$ cat config.mk
export PLATFORM = sky130hd
export DESIGN_NAME = fifo_flags
export DESIGN_NICKNAME = d
export VERILOG_FILES = /design/src/rtl/fifo_flags_pkg.sv /design/src/rtl/fifo_flags_regfile.sv /design/src/rtl/fifo_flags.sv
export SDC_FILE = /design/constraint.sdc
export NUM_CORES = 1
export LEC_CHECK = 0
export BUFFER_PORTS_ARGS = -buffer_cell sky130_fd_sc_hd__buf_2
export CAP_MARGIN = 40
export CORE_MARGIN = 3
export CORE_UTILIZATION = 65
export CTS_CLUSTER_DIAMETER = 40
export DETAILED_ROUTE_END_ITERATION = 7
export GPL_ROUTABILITY_DRIVEN = 0
export MAX_ROUTING_LAYER = met4
export PLACE_DENSITY = 0.84
export SLEW_MARGIN = 20
export SYNTH_ARGS = -nofsm -noshare
export SYNTH_HDL_FRONTEND = slang
export SYNTH_SLANG_ARGS = --single-unit
$ cat constraint.sdc
create_clock -name clock -period 5.9 [get_ports clock]
set_input_delay 0.59 -clock clock [delete_from_list [all_inputs] [get_ports clock]]
set_output_delay 0.59 -clock clock [all_outputs]
set_load 0.02 [all_outputs]
$ cat src/rtl/fifo_flags_pkg.sv
// Shared definitions for the fifo_flags FIFO.
//   FIFO_DEF_B / FIFO_DEF_W : default word width and address width.
//   fifo_depth(w)           : number of entries for a w-bit address.
//   fifo_cnt_w(w)           : width of an occupancy count (0..depth inclusive).
package fifo_flags_pkg;

   localparam int unsigned FIFO_DEF_B = 8;
   localparam int unsigned FIFO_DEF_W = 4;

   function automatic int unsigned fifo_depth(input int unsigned w);
      return 32'd1 << w;
   endfunction

   // One extra bit so a completely full FIFO is distinguishable from empty.
   function automatic int unsigned fifo_cnt_w(input int unsigned w);
      return w + 32'd1;
   endfunction

endpackage

$ cat src/rtl/fifo_flags_regfile.sv
// Storage array for fifo_flags: one synchronous write port, one
// asynchronous (combinational) read port. Contents are not reset.
//   clock : write clock
//   we    : write enable
//   waddr : write address
//   wdata : write data
//   raddr : read address
//   rdata : read data, combinational from raddr
module fifo_flags_regfile
   import fifo_flags_pkg::*;
#(
   parameter int unsigned B = FIFO_DEF_B,
   parameter int unsigned W = FIFO_DEF_W
) (
   input  logic         clock,
   input  logic         we,
   input  logic [W-1:0] waddr,
   input  logic [B-1:0] wdata,
   input  logic [W-1:0] raddr,
   output logic [B-1:0] rdata
);

   localparam int unsigned Depth = fifo_depth(W);

   logic [B-1:0] mem_q [Depth];

   always_ff @(posedge clock) begin
      if (we) begin
         mem_q[waddr] <= wdata;
      end
   end

   assign rdata = mem_q[raddr];

endmodule

$ cat src/rtl/fifo_flags.sv
// Synchronous first-word-fall-through FIFO with occupancy count,
// almost-full/almost-empty thresholds and sticky overflow/underflow flags.
// Optional peak-occupancy watermark enabled by defining FIFO_FLAGS_WATERMARK_EN;
// without it o_max_count is tied to zero.
//   clock, i_reset   : rising-edge clock, asynchronous active-high reset
//   i_wr, i_w_data   : write request and data
//   i_rd             : read request, pops the head entry
//   i_clr_err        : synchronous clear of sticky flags and watermark
//   o_r_data         : head entry (undefined while empty)
//   o_empty, o_full  : count == 0 / count == depth
//   o_almost_empty   : count <= AE_TH
//   o_almost_full    : count >= AF_TH
//   o_count          : occupancy 0..depth
//   o_overflow       : sticky, write refused because full
//   o_underflow      : sticky, read attempted while empty
//   o_max_count      : peak occupancy since reset / last clear
module fifo_flags
   import fifo_flags_pkg::*;
#(
   parameter int unsigned B     = FIFO_DEF_B,
   parameter int unsigned W     = FIFO_DEF_W,
   parameter int unsigned AF_TH = fifo_depth(W) - 2,
   parameter int unsigned AE_TH = 1
) (
   input  logic         clock,
   input  logic         i_reset,
   input  logic         i_wr,
   input  logic         i_rd,
   input  logic [B-1:0] i_w_data,
   input  logic         i_clr_err,
   output logic [B-1:0] o_r_data,
   output logic         o_empty,
   output logic         o_full,
   output logic         o_almost_empty,
   output logic         o_almost_full,
   output logic [W:0]   o_count,
   output logic         o_overflow,
   output logic         o_underflow,
   output logic [W:0]   o_max_count
);

   localparam int unsigned CW    = fifo_cnt_w(W);
   localparam logic [W:0]  Depth = CW'(fifo_depth(W));
   localparam logic [W:0]  AfTh  = CW'(AF_TH);
   localparam logic [W:0]  AeTh  = CW'(AE_TH);

   logic [W-1:0] w_ptr_q, w_ptr_d;
   logic [W-1:0] r_ptr_q, r_ptr_d;
   logic [W:0]   count_q, count_d;
   logic         empty_q, full_q, a_empty_q, a_full_q;
   logic         ovf_q, ovf_d, unf_q, unf_d;
   logic         wr_ok, rd_ok;
   logic         we;

   // A read in the same cycle frees a slot, so a full FIFO still accepts.
   assign wr_ok = i_wr & (~full_q | i_rd);
   assign rd_ok = i_rd & ~empty_q;

   always_comb begin
      w_ptr_d = w_ptr_q;
      r_ptr_d = r_ptr_q;
      if (wr_ok) w_ptr_d = w_ptr_q + 1'b1;
      if (rd_ok) r_ptr_d = r_ptr_q + 1'b1;
      count_d = count_q + CW'(wr_ok) - CW'(rd_ok);
      // Set wins over a simultaneous clear.
      ovf_d = (i_wr & full_q & ~i_rd) | (ovf_q & ~i_clr_err);
      unf_d = (i_rd & empty_q) | (unf_q & ~i_clr_err);
   end

   always_ff @(posedge clock or posedge i_reset) begin
      if (i_reset) begin
         w_ptr_q   <= '0;
         r_ptr_q   <= '0;
         count_q   <= '0;
         empty_q   <= 1'b1;
         full_q    <= 1'b0;
         a_empty_q <= 1'b1;
         a_full_q  <= (AfTh == '0);
         ovf_q     <= 1'b0;
         unf_q     <= 1'b0;
      end else begin
         w_ptr_q   <= w_ptr_d;
         r_ptr_q   <= r_ptr_d;
         count_q   <= count_d;
         empty_q   <= (count_d == '0);
         full_q    <= (count_d == Depth);
         a_empty_q <= (count_d <= AeTh);
         a_full_q  <= (count_d >= AfTh);
         ovf_q     <= ovf_d;
         unf_q     <= unf_d;
      end
   end

`ifdef FIFO_FLAGS_WATERMARK_EN
   logic [W:0] max_q, max_d;

   always_comb begin
      max_d = max_q;
      if (i_clr_err) begin
         max_d = count_d;
      end else if (count_d > max_q) begin
         max_d = count_d;
      end
   end

   always_ff @(posedge clock or posedge i_reset) begin
      if (i_reset) max_q <= '0;
      else         max_q <= max_d;
   end

   assign o_max_count = max_q;
`else
   assign o_max_count = '0;
`endif

   // Gate the write while reset is held so a write pending at reset is dropped.
   assign we = wr_ok & ~i_reset;

   fifo_flags_regfile #(
      .B (B),
      .W (W)
   ) u_regfile (
      .clock (clock),
      .we    (we),
      .waddr (w_ptr_q),
      .wdata (i_w_data),
      .raddr (r_ptr_q),
      .rdata (o_r_data)
   );

   assign o_empty        = empty_q;
   assign o_full         = full_q;
   assign o_almost_empty = a_empty_q;
   assign o_almost_full  = a_full_q;
   assign o_count        = count_q;
   assign o_overflow     = ovf_q;
   assign o_underflow    = unf_q;

endmodule
==> impl_results.md, run 1 <==
* Worst-case vdd ir drop at 0.4437 mV
* CTS Root Cell: sky130_fd_sc_hd__clkbuf_8
* Number of flip-flops and latches in the synthesized netlist at 147
* CTS Buf Count at 17
* Setup crit start kind: flip-flop
* Post-CTS setup buffer count at 0
* Vias per Instance at 6.288
* Growth of design area from synthesis to finish at 14.51%
* Cell row count at 34
* Area share of xor/xnor cells in the synthesized design at 1.310%
* Fin area at 6890 µm²
* Synth warnings at 0
* Critical Path Fanout Max at 20
* Largest cells by area after synthesis: sky130_fd_sc_hd__edfxtp_1 64%, sky130_fd_sc_hd__mux4_2 7.9%, sky130_fd_sc_hd__dfrtp_1 7.1%
* Area fraction of the dominant cell type after synthesis at between 60% and 70%
* Post-synth EDFFs at between 100 and 150
* Required time of the critical path at 5.31 ns
* Final setup violating endpoints at 0
* Final-report hold violation count at 0
* Most frequently used cell type in the post-synthesis netlist: sky130_fd_sc_hd__edfxtp_1
* CTS tree: yes
* Path type of the worst min-delay path: input port to async pin
* Number of clock sinks seen by CTS at 147
* Total area of multi-input combinational cells at 1503 µm²
* Number of antenna violations at the first check in global routing at 0
* Core region area at 8848 µm²
* Relative max-transition margin at between 40% and 50%
* Tightest Pin Transition at 0.8018 ns
* Period utilization at 54.17%
* Worst slack after detailed placement at 2.873 ns
* Die width at 102.2 µm
* Final-stage net count at 396
* Post-Syn Instances at 321
* Primary FF master, synth: sky130_fd_sc_hd__edfxtp_1
* Leading cell types by count after synthesis: 128 x sky130_fd_sc_hd__edfxtp_1, 21 x sky130_fd_sc_hd__mux4_2, 20 x sky130_fd_sc_hd__nor2_1, 17 x sky130_fd_sc_hd__dfrtp_1, 16 x sky130_fd_sc_hd__a22oi_1
* Synth Area per Inst at 18.74 µm²
* Cell Pwr Density at 510.3 nW/µm²
* Dominant combinational cell family by area after synthesis: multiplexers
* Number of global-route vias before repair at 3155
* Count of different cell masters after synthesis at 39
* Number of max-cap violations at 0
* Total instance count after detailed placement at 454
* Pins over their slew limit at 0
* Post-route total power at 3.516 mW
* Mux cell area share after synthesis at 13.04%
* Cell area after synthesis at 6017 µm²
* Count of routing violations after the opening detailed-route iteration at around 280
* Pin count of the biggest net entering global routing at 36
* Setup total negative slack at 0 ns
* Worst-path clk slew at 0.06 ns
* Remaining global-route overflow at 0
* Cts repair resizes at 0
* Highest achievable clock rate at between 300 and 400 MHz
* Final routed DRC violation total at 0
* Result of the run: completed
* Kind of end point of the critical path: primary output
* Time the worst path needs with I/O delays and setup at 3.196 ns
* Number of diodes added for antenna fixing at 0
* Compound-Gate Fraction of Synth Area at 3.473%
* Starting density of the core at between 60% and 70%
* Die span in y at about 100 µm
* Final cell count without fillers at 493
* Final core utilization at between 70% and 80%
* Vias at 3100
* Clock network latency to the later pin of the worst-skew pair at between 0.5 and 0.6 ns
* Number of antenna-violating nets in the routed design at 0
* Path type of the worst setup path: flip-flop to primary output
* Data arrival time of the worst path at roughly 2.6 ns
* Number of I/O pins at 37
* Initial DRT Pass Iterations at 5
* Adder-cell area share of the yosys netlist at 2.412%
* Wire per inst at 23.14 µm
* Simple-Gate Fraction of Synth Area at 4.429%
* Smallest setup slack after layout at between 2 and 3 ns
* Static Leakage at approximately 2.5 nW
* Buffers on Ports at 31
* Maximum buffer depth of the clock tree at 2
* Sequential area share after synthesis at 71.82%
* Share of cells above drive strength 1 at 27.01%
* Level count of the clock H-tree at 4
* Area of the die at 10450 µm²
* Post-Route WL at 11410 µm
* RSZ-0062 raised after global routing: no
* Sequential standard cell area at 4323 µm²
* Cell area after placement at 6252 µm²
* Number of fill cells at 473
* Clock skew after layout at 0.008323 ns
* Cell taking the most area after synthesis: sky130_fd_sc_hd__edfxtp_1
* Detailed placement HPWL at between 7000 and 8000 µm
* Overall global routing resource usage at 24.26%
* Hold Worst Slack at 0.1046 ns
* Hold-fix buffers, CTS at 0
* Wire length of the first global-routing pass at 17310 µm
* Share of synthesized registers carrying an async set or reset at 12.93%
where the power goes:
group          leakage (nW)  internal [mW]  switching [mW]
combinational         0.843          0.487           0.645
clock                 0.272          0.643           0.398
sequential             1.38           1.25          0.0936
total                  2.49           2.38            1.14
final timing paths:
kind,startpoint,endpoint,slack [ns],cells after the start
max in group asynchronous,i_reset,o_almost_empty$_DFF_PP1_,5.27,3
setup / recovery,r_ptr_q[0]$_DFFE_PP0P_,o_r_data[2],2.70,5
setup reg to reg,o_full$_DFF_PP0_,o_full$_DFF_PP0_,3.22,9
min in group clock,i_clr_err,o_overflow$_DFF_PP0_,0.27,2
hold reg to reg,o_underflow$_DFF_PP0_,o_underflow$_DFF_PP0_,0.51,2
hold / removal,i_reset,w_ptr_q[3]$_DFFE_PP0P_,0.10,2
routing by layer:
metal	up-vias	global-route usage [%]	wire (µm)
met5	-	-	0
met4	0	8.880	204
met3	20	5.392	719
met2	150	37.83	5890
met1	1563	32.06	4597
li1	1367	-	-
placed cells by master, fill, tap and decap left out, types with 11 or more instances in the layout:
cell type and instances:
sky130_fd_sc_hd__clkbuf_16 16, sky130_fd_sc_hd__buf_2 31, sky130_fd_sc_hd__mux4_1 11, sky130_fd_sc_hd__inv_1 15
sky130_fd_sc_hd__mux4_2 21, sky130_fd_sc_hd__dfrtp_1 16, sky130_fd_sc_hd__edfxtp_1 128, sky130_fd_sc_hd__buf_4 14
sky130_fd_sc_hd__a22oi_1 16, sky130_fd_sc_hd__nand2_1 13, sky130_fd_sc_hd__nor2_1 20
kinds of logic after synthesis:
family	after synthesis
AOI/OAI and AO/OA	28
xor gates and xnor gates	9
adders and majority gates	11
buffers and inverters	34
DFF	147
muxes	34
other	1
and+or+nand+nor	57
worst max-delay path: stages, from the launching register on:
cell                      delay, ns
sky130_fd_sc_hd__dfrtp_2       0.69
sky130_fd_sc_hd__buf_12        0.27
sky130_fd_sc_hd__mux4_1        0.59
sky130_fd_sc_hd__a22oi_1       0.27
sky130_fd_sc_hd__nand2_1       0.10
sky130_fd_sc_hd__buf_2         0.17
sequential cells by signal, summed over array words and instances, names as in the netlist:
name	count
o_almost_empty	1
o_count	5
u_regfile.mem_q	128
o_full	1
o_empty	1
o_almost_full	1
w_ptr_q	4
o_overflow	1
o_underflow	1
r_ptr_q	4
final cells by class:
| cell class | count | area share [%] |
|---|---|---|
| sequential | 147 | 62.74 |
| multi-input combinational | 144 | 21.81 |
| clock buffer | 19 | 6.119 |
| timing repair buffer | 47 | 4.231 |
| clock inverter | 13 | 2.324 |
| tap | 108 | 1.961 |
| inverter | 15 | 0.8171 |
Note: power is estimated with default switching activity, not from simulation.
==> run 2: changes to the inputs <==
CORE_UTILIZATION = 54   (was 65)
PLACE_DENSITY = 0.75   (was 0.84)
clock period = 2.82 ns   (was 5.9 ns; I/O delays follow)
==> impl_results.md, run 2 (synthesis gave the netlist of run 1 again) <==
* Endpoint of the worst hold-timing path: o_overflow$_DFF_PP0_
* Post-route total power at 7.386 mW (was 3.516 mW)
* Setup crit start kind: flip-flop (unchanged)
* Worst slack after detailed placement at 0.3198 ns (was 2.873 ns)
* Worst reg2reg path depth at 9 (unchanged)
* Growth of design area from synthesis to finish at 16.18% (was 14.51%)
* Final routed DRC violation total at 0 (unchanged)
* Period utilization at 94.30%
* Path type of the worst setup path: flip-flop to primary output (unchanged)
* Cts repair resizes at 0 (unchanged)
* Final cell count without fillers at 529 (was 493)
* Pins over their slew limit at 0 (unchanged)
* Final setup violating endpoints at 0 (unchanged)
* Number of I/O pins at 37 (unchanged)
* Vias per Instance at 5.735 (was 6.288)
* Die width at 111.6 µm (was 102.2 µm)
* Path type of the worst min-delay path: input port to flip-flop (was input port to async pin)
* Level count of the clock H-tree at 4 (unchanged)
* Worst-case vdd ir drop at 0.9306 mV (was 0.4437 mV)
* Overall global routing resource usage at 20.09% (was 24.26%)
* Smallest setup slack after layout at 0.1608 ns (was 2.704 ns)
* Kind of end point of the critical path: primary output (unchanged)
* Area of the die at 12450 µm² (was 10450 µm²)
* Number of global-route vias before repair at 3311 (was 3155)
* CTS Root Cell: sky130_fd_sc_hd__clkbuf_8 (unchanged)
* CTS Buf Count at 17 (unchanged)
* Commonest non-fill, non-tap cell in the layout: sky130_fd_sc_hd__edfxtp_1 (unchanged)
* Wire length of the first global-routing pass at 17990 µm (was 17310 µm)
* Fin area at 6990 µm² (was 6890 µm²)
* Wire per inst at 21.55 µm (was 23.14 µm)
* Clock network latency to the later pin of the worst-skew pair at 0.52 ns (was 0.51 ns)
* Remaining global-route overflow at 0 (unchanged)
* Final-stage net count at 404 (was 396)
* HP Start: i_wr
* Highest achievable clock rate at 376.0 MHz
* Required time of the critical path at 2.54 ns (was 5.31 ns)
* Number of max-cap violations at 0 (unchanged)
* Clock skew after layout at 0.01471 ns (was 0.008323 ns)
* Share of cells above drive strength 1 at 28.50% (was 27.01%)
* Critical Path Fanout Max at 9 (was 20)
* Most frequent cells in the layout: 128 x sky130_fd_sc_hd__edfxtp_1, 31 x sky130_fd_sc_hd__buf_2, 21 x sky130_fd_sc_hd__mux4_2 (unchanged)
* Pin count of the biggest net entering global routing at 36 (unchanged)
* Startpoint of the lowest-slack register-to-register path: o_full$_DFF_PP0_ (unchanged)
* Hold Path Cell Cnt at 3
* Largest reg by FF count: u_regfile.mem_q (unchanged)
* End of the worst register-to-register path: o_full$_DFF_PP0_ (unchanged)
* Number of antenna-violating nets in the routed design at 0 (unchanged)
* Tightest Pin Transition at 0.8574 ns (was 0.8018 ns)
* Hold Worst Slack at 0.07584 ns (was 0.1046 ns)
* Final-report hold violation count at 0 (unchanged)
* Vias at 3034 (was 3100)
* Data arrival time of the worst path at 2.38 ns (was 2.61 ns)
* Post-Route WL at 11400 µm (was 11410 µm)
* Core region area at 10600 µm² (was 8848 µm²)
* Relative max-transition margin at 42.63% (was 46.35%)
* Starting density of the core at 56.76% (was 68.00%)
* Initial DRT Pass Iterations at 4 (was 5)
* Worst-path clk slew at 0.06 ns (about the same)
* Count of routing violations after the opening detailed-route iteration at 187 (was 278)
* Setup total negative slack at 0 ns (unchanged)
* Cell area after placement at 6355 µm² (was 6252 µm²)
* Final core utilization at 65.94% (was 77.87%)
* Time the worst path needs with I/O delays and setup at 2.659 ns
* Number of fill cells at 686 (was 473)
* Die span in y at 111.6 µm (was 102.2 µm)
* Detailed placement HPWL at 6996 µm (was 7165 µm)
* Number of diodes added for antenna fixing at 0 (unchanged)
* Post-CTS setup buffer count at 0 (unchanged)
* Maximum buffer depth of the clock tree at 2 (unchanged)
* Buffers on Ports at 31 (unchanged)
* Number of clock sinks seen by CTS at 147 (unchanged)
* Cell row count at 37 (was 34)
* Cell Pwr Density at 1057 nW/µm² (was 510.3 nW/µm²)
* Number of flip-flops in the largest register at 128 (unchanged)
* Number of antenna violations at the first check in global routing at 0 (unchanged)
* RSZ-0062 raised after global routing: no (unchanged)
* Slack of the worst reg-to-reg path at 0.36 ns (was 3.22 ns)
* Total instance count after detailed placement at 491 (was 454)
* CTS tree: yes (unchanged)
* Static Leakage at 2.535 nW (was 2.493 nW)
* Result of the run: completed (unchanged)
* Hold-fix buffers, CTS at 3 (was 0)
==> run 2: changes by cell type in the layout (fill, tap and decap cells not counted), moves of 2 or more <==
cell,previous run,this run
sky130_fd_sc_hd__dlygate4sd3_1,0,3
sky130_fd_sc_hd__buf_4,14,20
sky130_fd_sc_hd__clkbuf_1,2,0
sky130_fd_sc_hd__inv_6,1,7
==> run 2: power breakdown <==
part	switching, mW	leakage, nW	total (mW)	internal (mW)
Sequential	0.156	1.38	2.77	2.61
Combinational	1.38	0.879	2.42	1.04
Clock	0.914	0.279	2.20	1.28
Total	2.45	2.54	7.39	4.94
==> run 2: critical path: stages (launching register included) <==
cell	delay, ns
sky130_fd_sc_hd__dfrtp_2	0.44
sky130_fd_sc_hd__buf_4	0.25
sky130_fd_sc_hd__mux4_1	0.63
sky130_fd_sc_hd__a22oi_1	0.26
sky130_fd_sc_hd__nand2_1	0.11
sky130_fd_sc_hd__buf_2	0.18
==> run 2: layout make-up <==
cell class	instances	area (µm²)	share of cell area, %
Clock buffer	17	414.1	5.924
Clock inverter	15	168.9	2.416
Sequential cell	147	4323	61.84
Timing Repair Buffer	55	355.3	5.083
Inverter	15	56.30	0.8054
Multi-Input combinational cell	144	1503	21.50
Tap cell	136	170.2	2.434
==> run 2: per-layer routing <==
metal | track usage, % | share of wire, % | up-vias | wire, µm
met4 | 7.056 | 0.46 | 0 | 52
li1 | - | - | 1377 | -
met5 | - | 0 | - | 0
met1 | 25.00 | 41 | 1557 | 4630
met3 | 4.130 | 5.5 | 4 | 628
met2 | 33.21 | 53 | 96 | 6088
==> run 2: worst max-delay path by stage <==
stage	endpoint	start	depth (start not counted)	slack, ns
2_1_floorplan	o_empty$_DFF_PP1_	o_full$_DFF_PP0_	10	0.20
3_3_place_gp	o_empty$_DFF_PP1_	i_rd	10	0.41
3_5_place_dp	o_empty$_DFF_PP1_	i_rd	10	0.32
4_1_cts	o_r_data[1]	r_ptr_q[0]$_DFFE_PP0P_	5	0.12
5_1_grt	o_r_data[2]	r_ptr_q[0]$_DFFE_PP0P_	5	0.09
6_report	o_r_data[2]	r_ptr_q[0]$_DFFE_PP0P_	5	0.16
==> run 3: changes to the inputs <==
CORE_UTILIZATION = 60   (was 54)
PLACE_DENSITY = 0.79   (was 0.75)
clock period = 2.7 ns   (was 2.82 ns; I/O delays follow)
==> impl_results.md, run 3 (synthesis gave the netlist of run 1 again) <==
* Result of the run: completed (unchanged)
* Clock network latency to the later pin of the worst-skew pair at 0.52 ns (about the same)
* Number of clock sinks seen by CTS at 147 (unchanged)
* Initial DRT Pass Iterations at 5 (was 4)
* Post-Route WL at 11900 µm (was 11400 µm)
* Critical Path Fanout Max at 15 (was 9)
* Area of the die at 11270 µm² (was 12450 µm²)
* Number of flip-flops in the largest register at 128 (unchanged)
* Vias at 3140 (was 3034)
* Count of routing violations after the opening detailed-route iteration at 246 (was 187)
* Number of I/O pins at 37 (unchanged)
* Wire length of the first global-routing pass at 19160 µm (was 17990 µm)
* Worst-path clk slew at 0.07 ns (was 0.06 ns)
* Overall global routing resource usage at 24.05% (was 20.09%)
* Die width at 106.1 µm (was 111.6 µm)
* Number of max-cap violations at 0 (unchanged)
* Path type of the worst min-delay path: input port to flip-flop (unchanged)
* RSZ-0062 raised after global routing: no (unchanged)
* Highest achievable clock rate at 383.9 MHz
* Setup total negative slack at 0 ns (unchanged)
* Commonest non-fill, non-tap cell in the layout: sky130_fd_sc_hd__edfxtp_1 (unchanged)
* Kind of end point of the critical path: primary output (unchanged)
* Setup crit start kind: flip-flop (unchanged)
* Time the worst path needs with I/O delays and setup at 2.605 ns
* Share of cells above drive strength 1 at 29.11% (was 28.50%)
* Final-stage net count at 406 (was 404)
* Pins over their slew limit at 0 (unchanged)
* Final-report hold violation count at 0 (unchanged)
* Required time of the critical path at 2.43 ns (was 2.54 ns)
* Period utilization at 96.47%
* Number of antenna violations at the first check in global routing at 0 (unchanged)
* Routed length on met1 at 4731 µm (was 4630 µm)
* CTS Buf Count at 17 (unchanged)
* Maximum buffer depth of the clock tree at 2 (unchanged)
* Number of global-route vias before repair at 3365 (was 3311)
* Data arrival time of the worst path at 2.33 ns (was 2.38 ns)
* Cell Pwr Density at 1107 nW/µm² (was 1057 nW/µm²)
* Fin area at 7019 µm² (was 6990 µm²)
* Cell row count at 35 (was 37)
* CTS Root Cell: sky130_fd_sc_hd__clkbuf_8 (unchanged)
* Remaining global-route overflow at 0 (unchanged)
* Tightest Pin Transition at 0.8677 ns (was 0.8574 ns)
* Total length of routed met3 wires at 704 µm (was 628 µm)
* Number of diodes added for antenna fixing at 0 (unchanged)
* Die span in y at 106.1 µm (was 111.6 µm)
* Slack of the worst reg-to-reg path at 0.20 ns (was 0.36 ns)
* Pin count of the biggest net entering global routing at 33 (was 36)
* Relative max-transition margin at 42.03% (was 42.63%)
* Final setup violating endpoints at 0 (unchanged)
* Worst-case vdd ir drop at 0.9269 mV (was 0.9306 mV)
* Largest reg by FF count: u_regfile.mem_q (unchanged)
* Cell area after placement at 6374 µm² (was 6355 µm²)
* Static Leakage at 2.551 nW (was 2.535 nW)
* Top Metal Used: met4 (unchanged)
* Detailed placement HPWL at 7010 µm (was 6996 µm)
* CTS tree: yes (unchanged)
* Final routed DRC violation total at 0 (unchanged)
* Most frequent cells in the layout: 128 x sky130_fd_sc_hd__edfxtp_1, 31 x sky130_fd_sc_hd__buf_2, 21 x sky130_fd_sc_hd__mux4_2 (unchanged)
* Length of routed met2 wiring at 6302 µm (was 6088 µm)
* Vias per Instance at 5.992 (was 5.735)
* Clock skew after layout at 0.009925 ns (was 0.01471 ns)
* Buffers on Ports at 31 (unchanged)
* Growth of design area from synthesis to finish at 16.66% (was 16.18%)
* Number of antenna-violating nets in the routed design at 0 (unchanged)
* Starting density of the core at 63.32% (was 56.76%)
* Core region area at 9503 µm² (was 10600 µm²)
* Level count of the clock H-tree at 4 (unchanged)
* Wire per inst at 22.70 µm (was 21.55 µm)
* Path type of the worst setup path: flip-flop to primary output (unchanged)
[run 3: changes by cell type in the layout (fill, tap and decap cells not counted), sizes merged]
cell and change:
bufinv -1, clkinv +2, buf +1, bufbuf +1
inv -1
[run 3: per-stage QoR]
step / hold WS (ns) / worst slack (ns) / power [mW] / cells / utilization [%]
6_report: 0.06427 / 0.09533 / 7.772 / 524 / 73.86
5_1_grt: 0.06188 / 0.004908 / 8.151 / 524 / 73.86
4_1_cts: 0.05254 / 0.02512 / 7.785 / 524 / 73.76
3_5_place_dp: 0.3303 / 0.1971 / 5.475 / 486 / 67.07
3_3_place_gp: 0.3200 / 0.2732 / 5.382 / 486 / 67.07
2_1_floorplan: 0.2283 / 0.08314 / 4.830 / 325 / -
[run 3: timing repair]
action                                 in CTS  in global routing
pin swaps                                   0                  0
setup endpoints to repair                   5                  2
hold buffers                                3                  0
gates cloned                                1                  0
gates resized for setup                     0                  2
buffers inserted                            2                  0
endpoints found under the hold margin      19                  0
[run 3: power breakdown]
| group | internal (mW) | switching, mW |
|---|---|---|
| registers | 2.73 | 0.176 |
| logic | 1.18 | 1.49 |
| clock network | 1.24 | 0.954 |
| total | 5.15 | 2.62 |
[run 3: cell type report]
cell class	instances	area (µm²)
tap	129	161.4
clock buffer	17	414.1
multi-input combinational	144	1513
timing repair buffer	57	407.9
clock inverter	15	143.9
fill	563	2484
inverter	15	56.30
sequential	147	4323
[run 3: routing by layer]
metal  GRT usage (%)  vias up
met1           30.67     1601
met3           5.343       15
met5               -        -
li1                -     1385
met2           39.68      139
met4           6.660        0
[run 3: worst max-delay path: stages (launching register included)]
cell and delay (ns):
sky130_fd_sc_hd__dfrtp_2 0.46, sky130_fd_sc_hd__buf_12 0.21, sky130_fd_sc_hd__mux4_1 0.63, sky130_fd_sc_hd__a22oi_2 0.26, sky130_fd_sc_hd__nand2_1 0.08, sky130_fd_sc_hd__buf_2 0.16
[run 3: path summary, 6_finish.rpt]
path / cells after the start / end / start
max in group asynchronous: 4 / o_empty$_DFF_PP1_ / i_reset
max reg2reg: 8 / o_empty$_DFF_PP1_ / o_empty$_DFF_PP1_
max: 5 / o_r_data[4] / r_ptr_q[0]$_DFFE_PP0P_
min: 3 / o_overflow$_DFF_PP0_ / i_wr
min in group asynchronous: 4 / o_full$_DFF_PP0_ / i_reset
min reg2reg: 1 / w_ptr_q[3]$_DFFE_PP0P_ / w_ptr_q[3]$_DFFE_PP0P_
